<file path="src/rtl/memory_stage_pkg.sv">
// Shared types and constants for the memory pipeline stage.
// Holds FSM states, funct3/wbsel encodings, the MEM/WB bundle and lane helpers.
package memory_stage_pkg;

    typedef enum logic {
        S_IDLE = 1'b0,
        S_WAIT = 1'b1
    } state_t;

    localparam logic [2:0] F3_B  = 3'b000;
    localparam logic [2:0] F3_H  = 3'b001;
    localparam logic [2:0] F3_W  = 3'b010;
    localparam logic [2:0] F3_BU = 3'b100;
    localparam logic [2:0] F3_HU = 3'b101;

    localparam logic [1:0] WB_MEM  = 2'b00;
    localparam logic [1:0] WB_ALU  = 2'b01;
    localparam logic [1:0] WB_PC4  = 2'b10;
    localparam logic [1:0] WB_NONE = 2'b11;

    typedef struct packed {
        logic        regwrite;
        logic [1:0]  wbsel;
        logic [4:0]  rd;
        logic [31:0] data_read;
        logic [31:0] alures;
        logic [31:0] pc4;
        logic        misalign;
        logic        buserr;
    } mem_wb_t;

    localparam mem_wb_t MW_BUBBLE = '{
        regwrite:  1'b0,
        wbsel:     WB_NONE,
        rd:        5'd0,
        data_read: 32'd0,
        alures:    32'd0,
        pc4:       32'd0,
        misalign:  1'b0,
        buserr:    1'b0
    };

    // funct3[1:0] gives the access size for both loads and stores;
    // 2'b11 falls into the word case.
    function automatic logic is_misaligned(
        input logic [2:0] f3,
        input logic [1:0] off
    );
        if (f3[1:0] == F3_B[1:0])
            return 1'b0;
        else if (f3[1:0] == F3_H[1:0])
            return off[0];
        else
            return (off != 2'b00);
    endfunction

    function automatic logic [3:0] byte_enable(
        input logic [2:0] f3,
        input logic [1:0] off
    );
        if (f3[1:0] == F3_B[1:0])
            return 4'b0001 << off;
        else if (f3[1:0] == F3_H[1:0])
            return 4'b0011 << off;
        else
            return 4'b1111;
    endfunction

    function automatic logic [31:0] store_lanes(
        input logic [2:0]  f3,
        input logic [31:0] wd
    );
        if (f3[1:0] == F3_B[1:0])
            return {4{wd[7:0]}};
        else if (f3[1:0] == F3_H[1:0])
            return {2{wd[15:0]}};
        else
            return wd;
    endfunction

endpackage

</file>
<file path="src/rtl/memory_stage_load_align.sv">
// Load data alignment: picks the addressed byte/half out of the read word.
// Ports: i_rdata (raw word), i_off (addr[1:0]), i_funct3 (load kind) -> o_data.
module load_align
    import memory_stage_pkg::*;
(
    input  logic [31:0] i_rdata,
    input  logic [1:0]  i_off,
    input  logic [2:0]  i_funct3,
    output logic [31:0] o_data
);

    logic [31:0] w_shift;

    // Word accesses are always aligned here, so the shift is a no-op for them.
    assign w_shift = i_rdata >> {i_off, 3'b000};

    always_comb begin
        o_data = w_shift;
        unique case (i_funct3)
            F3_B:    o_data = {{24{w_shift[7]}}, w_shift[7:0]};
            F3_H:    o_data = {{16{w_shift[15]}}, w_shift[15:0]};
            F3_BU:   o_data = {24'd0, w_shift[7:0]};
            F3_HU:   o_data = {16'd0, w_shift[15:0]};
            F3_W:    o_data = w_shift;
            default: o_data = w_shift;
        endcase
    end

endmodule

</file>
<file path="src/rtl/memory_stage.sv">
// Memory pipeline stage: data-memory handshake, wait/timeout FSM, MEM/WB register.
// Ports: M-stage control/data in, dmem request/response, stallM, registered W fields.
module memory_stage
    import memory_stage_pkg::*;
#(
    parameter int TIMEOUT_CYCLES = 16
)
(
    input  logic        clk,
    input  logic        rst,
    input  logic        regwriteM,
    input  logic [1:0]  wbselM,
    input  logic [4:0]  rdM,
    input  logic        memwriteM,
    input  logic [2:0]  funct3M,
    input  logic [31:0] ALUresM,
    input  logic [31:0] writedataM,
    input  logic [31:0] pc4M,
    output logic        dmem_req,
    output logic        dmem_we,
    output logic [31:0] dmem_addr,
    output logic [3:0]  dmem_be,
    output logic [31:0] dmem_wdata,
    input  logic [31:0] dmem_rdata,
    input  logic        dmem_ready,
    output logic        stallM,
    output logic        regwriteW,
    output logic [1:0]  wbselW,
    output logic [4:0]  rdW,
    output logic [31:0] data_readW,
    output logic [31:0] ALUresW,
    output logic [31:0] pc4W,
    output logic        misalignW,
    output logic        buserrW
);

    localparam int CW = (TIMEOUT_CYCLES > 1) ? $clog2(TIMEOUT_CYCLES) : 1;
    localparam logic [CW-1:0] CNT_LAST = CW'(TIMEOUT_CYCLES - 1);

    state_t      r_state;
    logic [CW-1:0] r_cnt;
    logic        r_we;
    logic [31:0] r_addr;
    logic [3:0]  r_be;
    logic [31:0] r_wdata;
    mem_wb_t     r_w;

    logic        w_load;
    logic        w_store;
    logic        w_mem;
    logic        w_misalign;
    logic        w_wait;
    logic        w_issue;
    logic        w_timeout;
    logic [31:0] w_addr;
    logic [3:0]  w_be;
    logic [31:0] w_wdata;
    logic [31:0] w_ldata;
    mem_wb_t     w_next;

    assign w_load     = regwriteM && (wbselM == WB_MEM);
    assign w_store    = memwriteM;
    assign w_mem      = w_load || w_store;
    assign w_misalign = w_mem && is_misaligned(funct3M, ALUresM[1:0]);
    assign w_wait     = (r_state == S_WAIT);
    assign w_issue    = !w_wait && w_mem && !w_misalign;

    assign w_addr  = {ALUresM[31:2], 2'b00};
    assign w_be    = byte_enable(funct3M, ALUresM[1:0]);
    assign w_wdata = store_lanes(funct3M, writedataM);

    // While waiting, the memory sees the request captured at issue time.
    assign dmem_req   = !rst && (w_wait || w_issue);
    assign dmem_we    = w_wait ? r_we    : w_store;
    assign dmem_addr  = w_wait ? r_addr  : w_addr;
    assign dmem_be    = w_wait ? r_be    : w_be;
    assign dmem_wdata = w_wait ? r_wdata : w_wdata;

    // Ready in the last allowed cycle counts as a normal completion.
    assign w_timeout = w_wait && !dmem_ready && (r_cnt == CNT_LAST);
    assign stallM    = dmem_req && !dmem_ready && !w_timeout;

    load_align u_load_align (
        .i_rdata  (dmem_rdata),
        .i_off    (ALUresM[1:0]),
        .i_funct3 (funct3M),
        .o_data   (w_ldata)
    );

    always_comb begin
        w_next = MW_BUBBLE;
        if (stallM) begin
            w_next = MW_BUBBLE;
        end else if (w_timeout) begin
            w_next.buserr = 1'b1;
        end else if (w_misalign) begin
            w_next.misalign = 1'b1;
        end else begin
            w_next.regwrite  = regwriteM;
            w_next.wbsel     = wbselM;
            w_next.rd        = rdM;
            w_next.data_read = w_load ? w_ldata : 32'd0;
            w_next.alures    = ALUresM;
            w_next.pc4       = pc4M;
        end
    end

    always_ff @(posedge clk) begin
        if (rst) begin
            r_state <= S_IDLE;
            r_cnt   <= '0;
            r_we    <= 1'b0;
            r_addr  <= 32'd0;
            r_be    <= 4'd0;
            r_wdata <= 32'd0;
            r_w     <= '0;
        end else begin
            r_w <= w_next;
            unique case (r_state)
                S_IDLE: begin
                    if (w_issue && !dmem_ready) begin
                        r_state <= S_WAIT;
                        r_cnt   <= '0;
                        r_we    <= w_store;
                        r_addr  <= w_addr;
                        r_be    <= w_be;
                        r_wdata <= w_wdata;
                    end
                end
                S_WAIT: begin
                    if (dmem_ready || w_timeout) begin
                        r_state <= S_IDLE;
                        r_cnt   <= '0;
                    end else begin
                        r_cnt <= r_cnt + 1'b1;
                    end
                end
            endcase
        end
    end

    assign regwriteW  = r_w.regwrite;
    assign wbselW     = r_w.wbsel;
    assign rdW        = r_w.rd;
    assign data_readW = r_w.data_read;
    assign ALUresW    = r_w.alures;
    assign pc4W       = r_w.pc4;
    assign misalignW  = r_w.misalign;
    assign buserrW    = r_w.buserr;

endmodule

</file>
<file path="config.mk">
export PLATFORM = sky130hd
export DESIGN_NAME = memory_stage
export DESIGN_NICKNAME = d
export VERILOG_FILES = /design/src/rtl/memory_stage_pkg.sv /design/src/rtl/memory_stage_load_align.sv /design/src/rtl/memory_stage.sv
export SDC_FILE = /design/constraint.sdc
export NUM_CORES = 1
export LEC_CHECK = 0
export BUFFER_PORTS_ARGS = -buffer_cell sky130_fd_sc_hd__buf_2
export CORE_AREA = 2 2 150 152
export DETAILED_ROUTE_END_ITERATION = 8
export DIE_AREA = 0 0 152 154
export HOLD_SLACK_MARGIN = 0.1
export MAX_ROUTING_LAYER = met4
export PLACE_DENSITY = 0.68
export SKIP_CTS_REPAIR_TIMING = 1
export SYNTH_ARGS = -nofsm -noshare
export SYNTH_HDL_FRONTEND = slang
export SYNTH_SLANG_ARGS = --single-unit
</file>
<file path="constraint.sdc">
create_clock -name clk -period 3.42 [get_ports clk]
set_input_delay 0.342 -clock clk [delete_from_list [all_inputs] [get_ports clk]]
set_output_delay 0.342 -clock clk [all_outputs]
set_load 0.02 [all_outputs]
</file>
==> reports/metrics.json <==
{
  "status": "complete, no violations",
  "worst-r2r-setup-slack_ns": 1.05,
  "coreArea_um2": 21700,
  "drive_above_1_share_pct": 40.7,
  "power.share.clock_pct": 43.6,
  "endpoint_kind": "output pin",
  "cts_max_path_buffers": 2,
  "p_switching_mw": 1.45,
  "drtAntennaViolNets": 0,
  "worst_path_largest_cell_delay_ns": 0.86,
  "maxCapViolCount": 0,
  "synth-warning-count": 0,
  "numPortBuffers": 317,
  "numCtsBuffers": 17,
  "crit_type": "reg2out",
  "htreeDepth": 4,
  "fp-row-count": 54,
  "layout.area.seq_um2": 3570,
  "area_contributors_post_synth": "sky130_fd_sc_hd__dfxtp_1, sky130_fd_sc_hd__mux2_2, sky130_fd_sc_hd__and2_1",
  "finalSetupViolCount": 0,
  "intPower_mw": 4.03,
  "placed_cell_area_um2": 9290,
  "antenna_violations_before_repair": 2,
  "p_seq_share_pct": 40.4,
  "clock_tree.root_cell": "sky130_fd_sc_hd__clkbuf_16",
  "finalWorstPathRequiredPeriod_ns": 2.64,
  "hold_viol_final": 0,
  "rsz0062_at_grt": "no",
  "timing.rr.end": "r_wdata[5]",
  "final.fill_count": 2114,
  "grt.total_usage_pct": 19.7,
  "max_freq_mhz": 379,
  "synth.lib_cells_used.distinct": 47,
  "worstHoldStart": "rdM[2]",
  "grt_pass1_vias": 6713,
  "synthArstFlopShare_pct": 0,
  "switching_share_pct": 26.5,
  "power.static_leakage_nw": 4.53,
  "clock_insertion_delay_worst_skew_ns": 0.42,
  "critical_path_required_ns": 3.08,
  "drtPass1Iterations": 5,
  "cts_tree": "yes",
  "final_cell_area_um2": 10000,
  "p_per_cell_area_nw_per_um2": 547,
  "die-width_um": 152,
  "area_delta_synth_final_pct": 33.0,
  "worst-path-max-fanout": 62,
  "grt_remaining_overflow": 0,
  "slew_headroom_pct": 46.5,
  "drt-vias-per-instance": 5.07,
  "post_synth_instance_area_um2": 7550,
  "rr_worst_depth": 4,
  "num-nets-final": 1229,
  "ir_worst_vdd_mv": 0.270,
  "fin_tns_setup_ns": 0,
  "yosys.area.top_type": "sky130_fd_sc_hd__dfxtp_1",
  "top_post_synthesis_cells_by_count": "sky130_fd_sc_hd__dfxtp_1, sky130_fd_sc_hd__a21oi_1, sky130_fd_sc_hd__and2_1",
  "fp.dieArea_um2": 23400,
  "multiInputGateArea_um2": 3650,
  "synth_cells": 803,
  "report.final.slew_viol_count": 0,
  "cpMaxStageDelayCell": "sky130_fd_sc_hd__dfxtp_4",
  "per_instance_average_area_after_synthesis_um2": 9.40,
  "relative_contribution_of_combinational_cells_to_total_power_pct": 15.9,
  "synth-edff-count": 0,
  "initial_utilization_pct": 34.8,
  "route.detailed.drc": 0,
  "dr.first_iter.drc_count": 324,
  "top_level_ports": 320,
  "worstPathCellList": "nand2b_1 > or3_1 > o41ai_2 > buf_2",
  "grt_start_max_net_pins": 63,
  "post-place-ws_ns": 0.855,
  "cts_sinks": 178,
  "finalCritPeriodShare_pct": 77.2,
  "detail_route.wirelength_mm": 23.4,
  "synth-main-ff-cell": "sky130_fd_sc_hd__dfxtp_1",
  "min-delay-path-class": "in2reg",
  "synth_most_common_cell": "sky130_fd_sc_hd__dfxtp_1",
  "finalClockSkew_ns": 0.0103,
  "hold_depth": 2,
  "r2r-start": "r_state",
  "grt_first_pass_wirelength_mm": 36.0,
  "post-synth-top-area-fraction_pct": 47.2,
  "critical_path_arrival_ns": 2.30,
  "clk_pin_slew_ns": 0.07,
  "postSynthRegisterBits": 178,
  "worstSetupStartpointType": "flop",
  "num_vias": 6981,
  "wire_per_inst_um": 17.0,
  "detailed_place_hpwl_mm": 16.3,
  "hold-path-endpoint": "rdW[2]",
  "fp.dieH_um": 154,
  "tightest_slew_ns": 0.803,
  "setup_slack_ns": 0.781,
  "seq_total_area_yosys_pct": 47.2,
  "place.gp.congestion": 0.794
}
==> power by group through the flow <==
stage | Clock [mW] | Combinational (mW) | Sequential, mW
global placement | 0 | 0.865 | 2.26
finish | 2.39 | 0.873 | 2.22
global route | 2.53 | 0.943 | 2.23
floorplan | 0 | 0.477 | 2.33
CTS | 2.46 | 0.876 | 2.22
detailed placement | 0 | 0.873 | 2.27
==> stage by stage <==
stage	hold slack, ns	std cells	power (mW)	utilization [%]
after floorplan	0.440	804	2.80	-
after global placement	0.456	1340	3.13	42.8
after CTS	0.0953	1371	5.55	46.1
after global routing	0.102	1375	5.70	46.3
after detailed placement	0.465	1340	3.14	42.8
final	0.113	1376	5.49	46.3
==> final cells by class <==
class | count | share of cell area (%)
flip-flops and latches | 178 | 35.5
multi-input cells | 544 | 36.4
diodes | 3 | 0.0748
clock inverters | 14 | 2.94
repair buffers | 332 | 17.0
clock buffers | 17 | 4.24
inverters | 8 | 0.299
well taps | 280 | 3.49
==> cells in the final DEF (no fill, tap or decap), types with 17 or more instances in the layout <==
cell type and n:
sky130_fd_sc_hd__clkbuf_16 17, sky130_fd_sc_hd__a211oi_1 20, sky130_fd_sc_hd__o21ai_0 65, sky130_fd_sc_hd__nor2_1 24, sky130_fd_sc_hd__buf_2 317, sky130_fd_sc_hd__nand3_1 41
sky130_fd_sc_hd__dfxtp_1 177, sky130_fd_sc_hd__a21oi_1 81, sky130_fd_sc_hd__nor3_1 34, sky130_fd_sc_hd__mux2_2 72, sky130_fd_sc_hd__mux2i_1 28, sky130_fd_sc_hd__and2_1 77
sky130_fd_sc_hd__nor2b_1 21
==> cells by family (layout without fill, tap and decap cells) <==
group           Yosys count  after routing  synth area share [%]
mux                     100            100                  14.5
fa+ha+maj                 5              5                 0.829
other cells               1              5                0.0497
buf+inv                  82            371                  4.63
compound gates          202            202                  15.3
flops                   178            178                  47.2
simple gates            235            235                  17.5
==> registers in the layout (all words and copies together) (netlist names) <==
| name | flops |
|---|---|
| r_addr | 30 |
| misalignW | 1 |
| r_state | 1 |
| wbselW | 2 |
| ALUresW | 32 |
| buserrW | 1 |
| r_we | 1 |
| rdW | 5 |
| regwriteW | 1 |
| pc4W | 32 |
| r_wdata | 32 |
| data_readW | 32 |
| r_be | 4 |
| r_cnt | 4 |
==> layer usage <==
layer	vias up	routed length [um]	global-route usage, %
li1	3378	-	-
met1	3259	9920	23.5
met2	310	11400	32.6
met3	34	1570	4.74
met4	0	497	6.85
met5	-	0	-
==> worst max path at each step <==
stage / startpoint / to / slack [ns] / cells after the start
2_1_floorplan: ALUresM[0] / dmem_req / 0.91 / 11
3_3_place_gp: funct3M[0] / dmem_wdata[10] / 0.89 / 5
3_5_place_dp: funct3M[0] / dmem_wdata[14] / 0.85 / 5
4_1_cts: r_state / stallM / 0.73 / 4
5_1_grt: r_state / stallM / 0.63 / 4
6_report: r_state / stallM / 0.78 / 4
==> worst max-delay path: cells and delay by family, from the launching register on <==
kind                   cells  cell delay, ns
flip-flops                 1            0.86
AND/OR/NAND/NOR            2            0.65
buffers and inverters      1            0.26
AO/OA/AOI/OAI              1            0.11
(Power assumes the default switching activity.)
